`config.mk`:
```
export PLATFORM = sky130hd
export DESIGN_NAME = inst_encoder
export DESIGN_NICKNAME = d
export VERILOG_FILES = /design/src/rtl/inst_encoder.sv
export SDC_FILE = /design/constraint.sdc
export NUM_CORES = 1
export LEC_CHECK = 0
export BUFFER_PORTS_ARGS = -buffer_cell sky130_fd_sc_hd__buf_2
export CORE_MARGIN = 4
export CORE_UTILIZATION = 54
export CTS_CLUSTER_DIAMETER = 200
export DETAILED_ROUTE_END_ITERATION = 8
export GPL_TIMING_DRIVEN = 0
export PLACE_DENSITY = 0.9
export SKIP_LAST_GASP = 1
export SLEW_MARGIN = 20
export SYNTH_ARGS = -nofsm -noshare
export SYNTH_HDL_FRONTEND = slang
export SYNTH_SLANG_ARGS = --single-unit
```
`constraint.sdc`:
```
create_clock -name clk -period 2.6 [get_ports clk]
set_clock_uncertainty 0.1 [all_clocks]
set_input_delay 0.52 -clock clk [delete_from_list [all_inputs] [get_ports clk]]
set_output_delay 0.52 -clock clk [all_outputs]
set_load 0.02 [all_outputs]
```
`src/rtl/inst_encoder.sv`:
```
// RV32I instruction encoder for the instruction-memory load path, with a 2-entry output buffer.
// Optional immediate range/alignment checking is enabled by defining INST_ENC_RANGE_CHECK_EN.
module inst_encoder #(
  parameter int          ADDR_W    = 10,
  parameter int unsigned BASE_ADDR = 0
) (
  input  logic              clk,
  input  logic              rst_n,
  input  logic              clear,
  input  logic              in_valid,
  output logic              in_ready,
  input  logic [2:0]        in_fmt,
  input  logic [4:0]        in_rd,
  input  logic [4:0]        in_rs1,
  input  logic [4:0]        in_rs2,
  input  logic [2:0]        in_funct3,
  input  logic [31:0]       in_imm,
  output logic              out_valid,
  input  logic              out_ready,
  output logic [31:0]       out_inst,
  output logic [ADDR_W-1:0] out_addr,
  output logic              out_err
);

  localparam logic [31:0] NOP_INST = 32'h0000_0013;
  localparam logic [ADDR_W-1:0] BASE = ADDR_W'(BASE_ADDR);

  logic [31:0]       enc_inst;
  logic              enc_err;
  logic [31:0]       slot0_inst, slot1_inst;
  logic              slot0_err, slot1_err;
  logic [1:0]        count;
  logic [ADDR_W-1:0] addr;
  logic              push, pop;
  logic              unused_imm;

  // JAL's top immediate bits only matter to the optional range check.
  assign unused_imm = ^in_imm[31:21];

  always_comb begin
    enc_inst = NOP_INST;
    enc_err  = 1'b1;
    case (in_fmt)
      3'd0: begin
        enc_inst = {in_imm[11:0], in_rs1, in_funct3, in_rd, 7'b0010011};
`ifdef INST_ENC_RANGE_CHECK_EN
        enc_err  = !((&in_imm[31:11]) || !(|in_imm[31:11]));
`else
        enc_err  = 1'b0;
`endif
      end
      3'd1: begin
        enc_inst = {in_imm[11:0], in_rs1, in_funct3, in_rd, 7'b0000011};
`ifdef INST_ENC_RANGE_CHECK_EN
        enc_err  = !((&in_imm[31:11]) || !(|in_imm[31:11]));
`else
        enc_err  = 1'b0;
`endif
      end
      3'd2: begin
        enc_inst = {in_imm[11:5], in_rs2, in_rs1, in_funct3, in_imm[4:0], 7'b0100011};
`ifdef INST_ENC_RANGE_CHECK_EN
        enc_err  = !((&in_imm[31:11]) || !(|in_imm[31:11]));
`else
        enc_err  = 1'b0;
`endif
      end
      3'd3: begin
        enc_inst = {in_imm[12], in_imm[10:5], in_rs2, in_rs1, in_funct3,
                    in_imm[4:1], in_imm[11], 7'b1100011};
`ifdef INST_ENC_RANGE_CHECK_EN
        enc_err  = !((&in_imm[31:12]) || !(|in_imm[31:12])) || in_imm[0];
`else
        enc_err  = 1'b0;
`endif
      end
      3'd4: begin
        enc_inst = {in_imm[20], in_imm[10:1], in_imm[11], in_imm[19:12], in_rd, 7'b1101111};
`ifdef INST_ENC_RANGE_CHECK_EN
        enc_err  = !((&in_imm[31:20]) || !(|in_imm[31:20])) || in_imm[0];
`else
        enc_err  = 1'b0;
`endif
      end
      default: begin
        enc_inst = NOP_INST;
        enc_err  = 1'b1;
      end
    endcase
  end

  // in_ready depends only on occupancy and clear, never on out_ready.
  assign in_ready  = (count != 2'd2) && !clear;
  assign out_valid = (count != 2'd0);
  assign push      = in_valid && in_ready;
  assign pop       = out_valid && out_ready;

  assign out_inst = out_valid ? slot0_inst : 32'h0;
  assign out_err  = out_valid && slot0_err;
  assign out_addr = addr;

  // Slot 0 is always the head; a push+pop can only happen at occupancy 1.
  always_ff @(posedge clk or negedge rst_n) begin
    if (!rst_n) begin
      slot0_inst <= 32'h0;
      slot0_err  <= 1'b0;
      slot1_inst <= 32'h0;
      slot1_err  <= 1'b0;
      count      <= 2'd0;
      addr       <= BASE;
    end else if (clear) begin
      count <= 2'd0;
      addr  <= BASE;
    end else begin
      if (pop) begin
        addr <= addr + ADDR_W'(1);
      end
      case ({push, pop})
        2'b10: begin
          if (count == 2'd0) begin
            slot0_inst <= enc_inst;
            slot0_err  <= enc_err;
          end else begin
            slot1_inst <= enc_inst;
            slot1_err  <= enc_err;
          end
          count <= count + 2'd1;
        end
        2'b01: begin
          slot0_inst <= slot1_inst;
          slot0_err  <= slot1_err;
          count      <= count - 2'd1;
        end
        2'b11: begin
          slot0_inst <= enc_inst;
          slot0_err  <= enc_err;
        end
        default: ;
      endcase
    end
  end

endmodule

```
### Word-level counts from Yosys, hierarchy flattened

Index checks and enable logic that the tools add are counted.

* add/sub/neg operators: 3
* equality and inequality tests: 9
* multiplexer cells: 11
* bitwise gates (word level): 2
* reductions and logical operators: 14

Operators with widths (count)
* case mux 32 bit (5 select lines): 1
* case mux 32 bit (3 select lines): 1
* two-way mux 32 bit: 2
* two-way mux 10 bit: 2
* adder 10 x 1 -> 10 bit, second input constant: 1
* equality test 3 x 2 -> 1 bit, second input constant: 2
* AND reduction 3 bit: 2
* nonzero test 3 bit: 2
* OR reduction 5 bit: 1
* equality test 2 bit, second input constant: 2
* logical AND 1 bit: 4
* inequality test 2 bit, second input constant: 2
* case mux 2 bit (2 select lines): 1
* nonzero test 2 bit: 2
* equality test 3 x 1 -> 1 bit, second input constant: 1
* equality test 3 bit, second input constant: 1
* logical NOT 3 bit: 1
* case mux 1 bit (3 select lines): 1
* adder 2 x 1 -> 2 bit, second input constant: 1
* equality test 2 x 1 -> 1 bit, second input constant: 1
* logical NOT 2 bit: 1
* two-way mux 1 bit: 2
* two-way mux 2 bit: 1
* NOT 1 bit: 2
* other kinds (2): 2

* register bits: 78
* bits of input ports: 58
* output and inout bits: 45
* logic and storage cells: 45

### Depth between registers and ports, before layout

* word-level depth: 6
* depth in mapped cells: 8

### Worst setup path before layout

No wires, ideal clock.

* kind: register -> output
* from: register count[0]
* to: output out_inst[1]
* arrival: 1.325 ns
* required time: 1.980 ns
* setup slack: 0.655 ns
* cell stages (with the launch flop): 7
* path buffers: 3
* cell sequence: dfrtp_1 > buf_6 > nor2_1 > inv_1 > clkbuf_1 > and2_1 > buf_4

* cells in the longest elaborated chain, start to end: 2

RTL lines
* start: declaration: RTL line 32 `logic [1:0] count;`
* start signal: assignment: RTL line 127 `count <= count + 2'd1;`
* start signal: assignment: RTL line 132 `count <= count - 2'd1;`
* nonzero test 2 bit: RTL line 94 `assign out_valid = (count != 2'd0);`
* two-way mux 32 bit: RTL line 98 `assign out_inst = out_valid ? slot0_inst : 32'h0;`
* end: declaration: RTL line 20 `output logic [31:0] out_inst,`

No other way between the ends.

### Worst setup path after layout

* from: register count[0]
* to: output out_inst[3]

The elaborated chain is that of the path after synthesis.

==> flow_metrics.env <==
export IMPL_grt_use_total_pct=25.6
export IMPL_fmax_mhz=405
export IMPL_tightest_slew_ns=0.645
export IMPL_cts_path_max_buffers=2
export IMPL_core_um2=6910
export IMPL_slew_headroom_pct=56.8
export IMPL_grt_max_degree=54
export IMPL_ys_top_cells_by_area="dfrtp_1, nand2_1, and2_1, a22o_1, a21oi_1"
export IMPL_worst_r2r_cell_count=7
export IMPL_synth_ff_type="dfrtp_1"
export IMPL_irDropWorstVdd_mv=0.301
export IMPL_hp_class="input pin to flop"
export IMPL_worst_hold_path_num_cells=3
export IMPL_drt_wirelength_per_cell_um=16.6
export IMPL_path_clk_slew_ns=0.08
export IMPL_grt_pass1_vias=3680
export IMPL_synth_top_area_share_pct=47.5
export IMPL_ant_nets=0
export IMPL_fillCellCount=584
export IMPL_via_count=3650
export IMPL_register_area_um2=1850
export IMPL_power_density_nw_per_um2=633
export IMPL_drive_gt1_share_pct=27.0
export IMPL_nets=591
export IMPL_synth_top_area_cell="dfrtp_1"
export IMPL_layout_min_cycle_time_ns=2.47
export IMPL_critPathMaxStageDelay_ns=0.41
export IMPL_ys_warn_count=0
export IMPL_critPathLaunchType="flop"
export IMPL_path_cells="buf_6, nor2_4, inv_1, clkbuf_2, and2_1, buf_4, buf_2"
export IMPL_routabilityCongestion=0.837
export IMPL_clock_latency_ns=0.36
export IMPL_die_h_um=93.0
export IMPL_critPathKind="flop to output pin"
export IMPL_synth_cells=431
export IMPL_post_route_period_util_pct=95.1
export IMPL_synth_cell_area_um2=3900
export IMPL_whs_ns=0.282
export IMPL_syn_nets=490
export IMPL_p_leak_nw=2.35
export IMPL_synth_most_common_cell="dfrtp_1"
export IMPL_post_dp_hpwl_um=7600
export IMPL_drv_slew=0
export IMPL_design_portCount=103
export IMPL_die_width_um=93.0
export IMPL_cts_tree="yes"
export IMPL_async_reset_ff_share_pct=100
export IMPL_drtIter0Drc=213
export IMPL_start_util_pct=56.5
export IMPL_clock_sinks=74
export IMPL_maxCapViolCount=0
export IMPL_rsz0062_at_grt="no"
export IMPL_htree_levels=3
export IMPL_post_route_drc_count=0
export IMPL_cp_end_kind="output pin"
export IMPL_vias_per_cell=5.77
export IMPL_rows=30
export IMPL_dieArea_um2=8650
export IMPL_n_antenna_cell=0
export IMPL_wl_um=10500
export IMPL_clockRootBuffer="clkbuf_8"
export IMPL_netlist_top_cells_count="dfrtp_1, nand2_1, and2_1"
export IMPL_grt_first_pass_wirelength_um=17600
export IMPL_tns_ns=0
export IMPL_hold_viol=0
export IMPL_setup_viol_count_final=0
export IMPL_firstDrtPassIters=5
export IMPL_cts_setup_buffers=0
export IMPL_required_ns=1.98
export IMPL_cp_arrival_ns=1.85
export IMPL_synth_avg_cell_area_um2=9.05
export IMPL_cp_slowest_cell="dfrtp_1"
export IMPL_port_buffers=88
export IMPL_area_growth_pct=20.3
export IMPL_seq_area_frac_synth_pct=47.5
export IMPL_synth_cell_types=46
export IMPL_outcome="complete, no violations"
export IMPL_cp_max_fo=10
export IMPL_numCtsBuffers=9
export IMPL_multi_input_area_um2=1740
export IMPL_synth_seq_cells=74
export IMPL_grt_overflow_total=0
export IMPL_antenna_found_initial=0
export IMPL_synth_edff_count=0
power breakdown:
part / internal [mW] / switching [mW]
logic: 0.284 / 0.396
clock network: 0.397 / 0.431
registers: 1.35 / 0.112
total: 2.03 / 0.940
cell type report:
cell class / instances / area share (%)
plain buffers: 37 / 4.75
clock buffers: 12 / 3.31
clock inverters: 4 / 0.560
inverters: 25 / 2.00
multi-input cells: 295 / 37.1
flip-flops and latches: 74 / 39.5
well taps: 96 / 2.56
repair buffers: 90 / 10.2
path summary, 6_finish.rpt:
kind,from,endpoint,slack (ns)
setup / recovery,count[0],out_inst[3],0.13
hold / removal,in_imm[8],slot1_inst[28],0.28
setup reg to reg,count[0],slot0_inst[14],0.63
hold reg to reg,slot0_inst[4],slot0_inst[4],0.39
max in group asynchronous,rst_n,slot0_err,1.33
min in group asynchronous,rst_n,out_addr[2],0.52
routing by layer:
| layer | vias to the layer above | global-route usage (%) | routed length (um) |
|---|---|---|---|
| li1 | 1679 | - | - |
| met1 | 1755 | 32.8 | 4200 |
| met2 | 187 | 42.8 | 5190 |
| met3 | 29 | 3.94 | 852 |
| met4 | 0 | 11.8 | 253 |
| met5 | - | 0 | 0 |
logic make-up (layout without fill, tap and decap cells):
family / after synthesis / in the layout / share of synthesized area, %
and+or+nand+nor: 166 / 166 / 20.9
AOI/OAI and AO/OA: 121 / 121 / 21.7
DFF: 74 / 74 / 47.5
buffers and inverters: 62 / 168 / 8.08
xor gates and xnor gates: 7 / 7 / 1.57
adders and majority gates: 1 / 1 / 0.321
flip-flops by register name, summed over array words and instances (netlist names):
name and count:
slot0_inst 30, slot1_err 1, count 2, slot0_err 1, out_addr 10, slot1_inst 30
critical path: cells and delay by family (launching register included):
family	cells	cell delay [ns]
and+or+nand+nor	2	0.37
DFF	1	0.41
buffers and inverters	5	0.72
per-stage QoR:
step	std cells	power [mW]	worst slack [ns]	utilization [%]	cell area, um2
after floorplan	431	1.90	0.655	-	3900
after detailed placement	616	2.15	0.267	65.1	4490
final	633	2.97	0.128	68.0	4690
after CTS	633	2.97	0.0675	67.9	4690
after global routing	633	3.12	0.0619	68.0	4690
after global placement	615	2.10	0.321	64.6	4460
what timing repair did:
action                                  4_1_cts  5_1_grt
resized for setup                             2        1
endpoints found under the setup margin        2        2
endpoints found under the hold margin        21        0
hold buffers                                  1        0
cell usage in the layout (no fill, tap or decap), types with 3 or more instances in the layout:
cell type | synthesis | layout
buf_4 | 3 | 4
a31oi_1 | 11 | 11
o21ai_1 | 9 | 9
buf_6 | 6 | 6
nor2_1 | 23 | 22
nor3_1 | 3 | 3
xnor2_1 | 4 | 4
xor2_1 | 3 | 3
a21oi_1 | 24 | 24
buf_2 | 12 | 99
a2bb2oi_1 | 7 | 7
o21ai_0 | 20 | 20
a22o_1 | 17 | 17
inv_1 | 24 | 24
a22oi_1 | 3 | 3
o211ai_1 | 3 | 3
nand3_1 | 16 | 16
and2_1 | 30 | 30
nor2b_1 | 10 | 10
a21oi_2 | 10 | 10
dfrtp_1 | 74 | 74
a32oi_1 | 8 | 8
or3_1 | 4 | 4
clkbuf_8 | 0 | 11
clkbuf_1 | 15 | 15
nand2_1 | 65 | 65
Note: power is estimated with default switching activity, not from simulation.
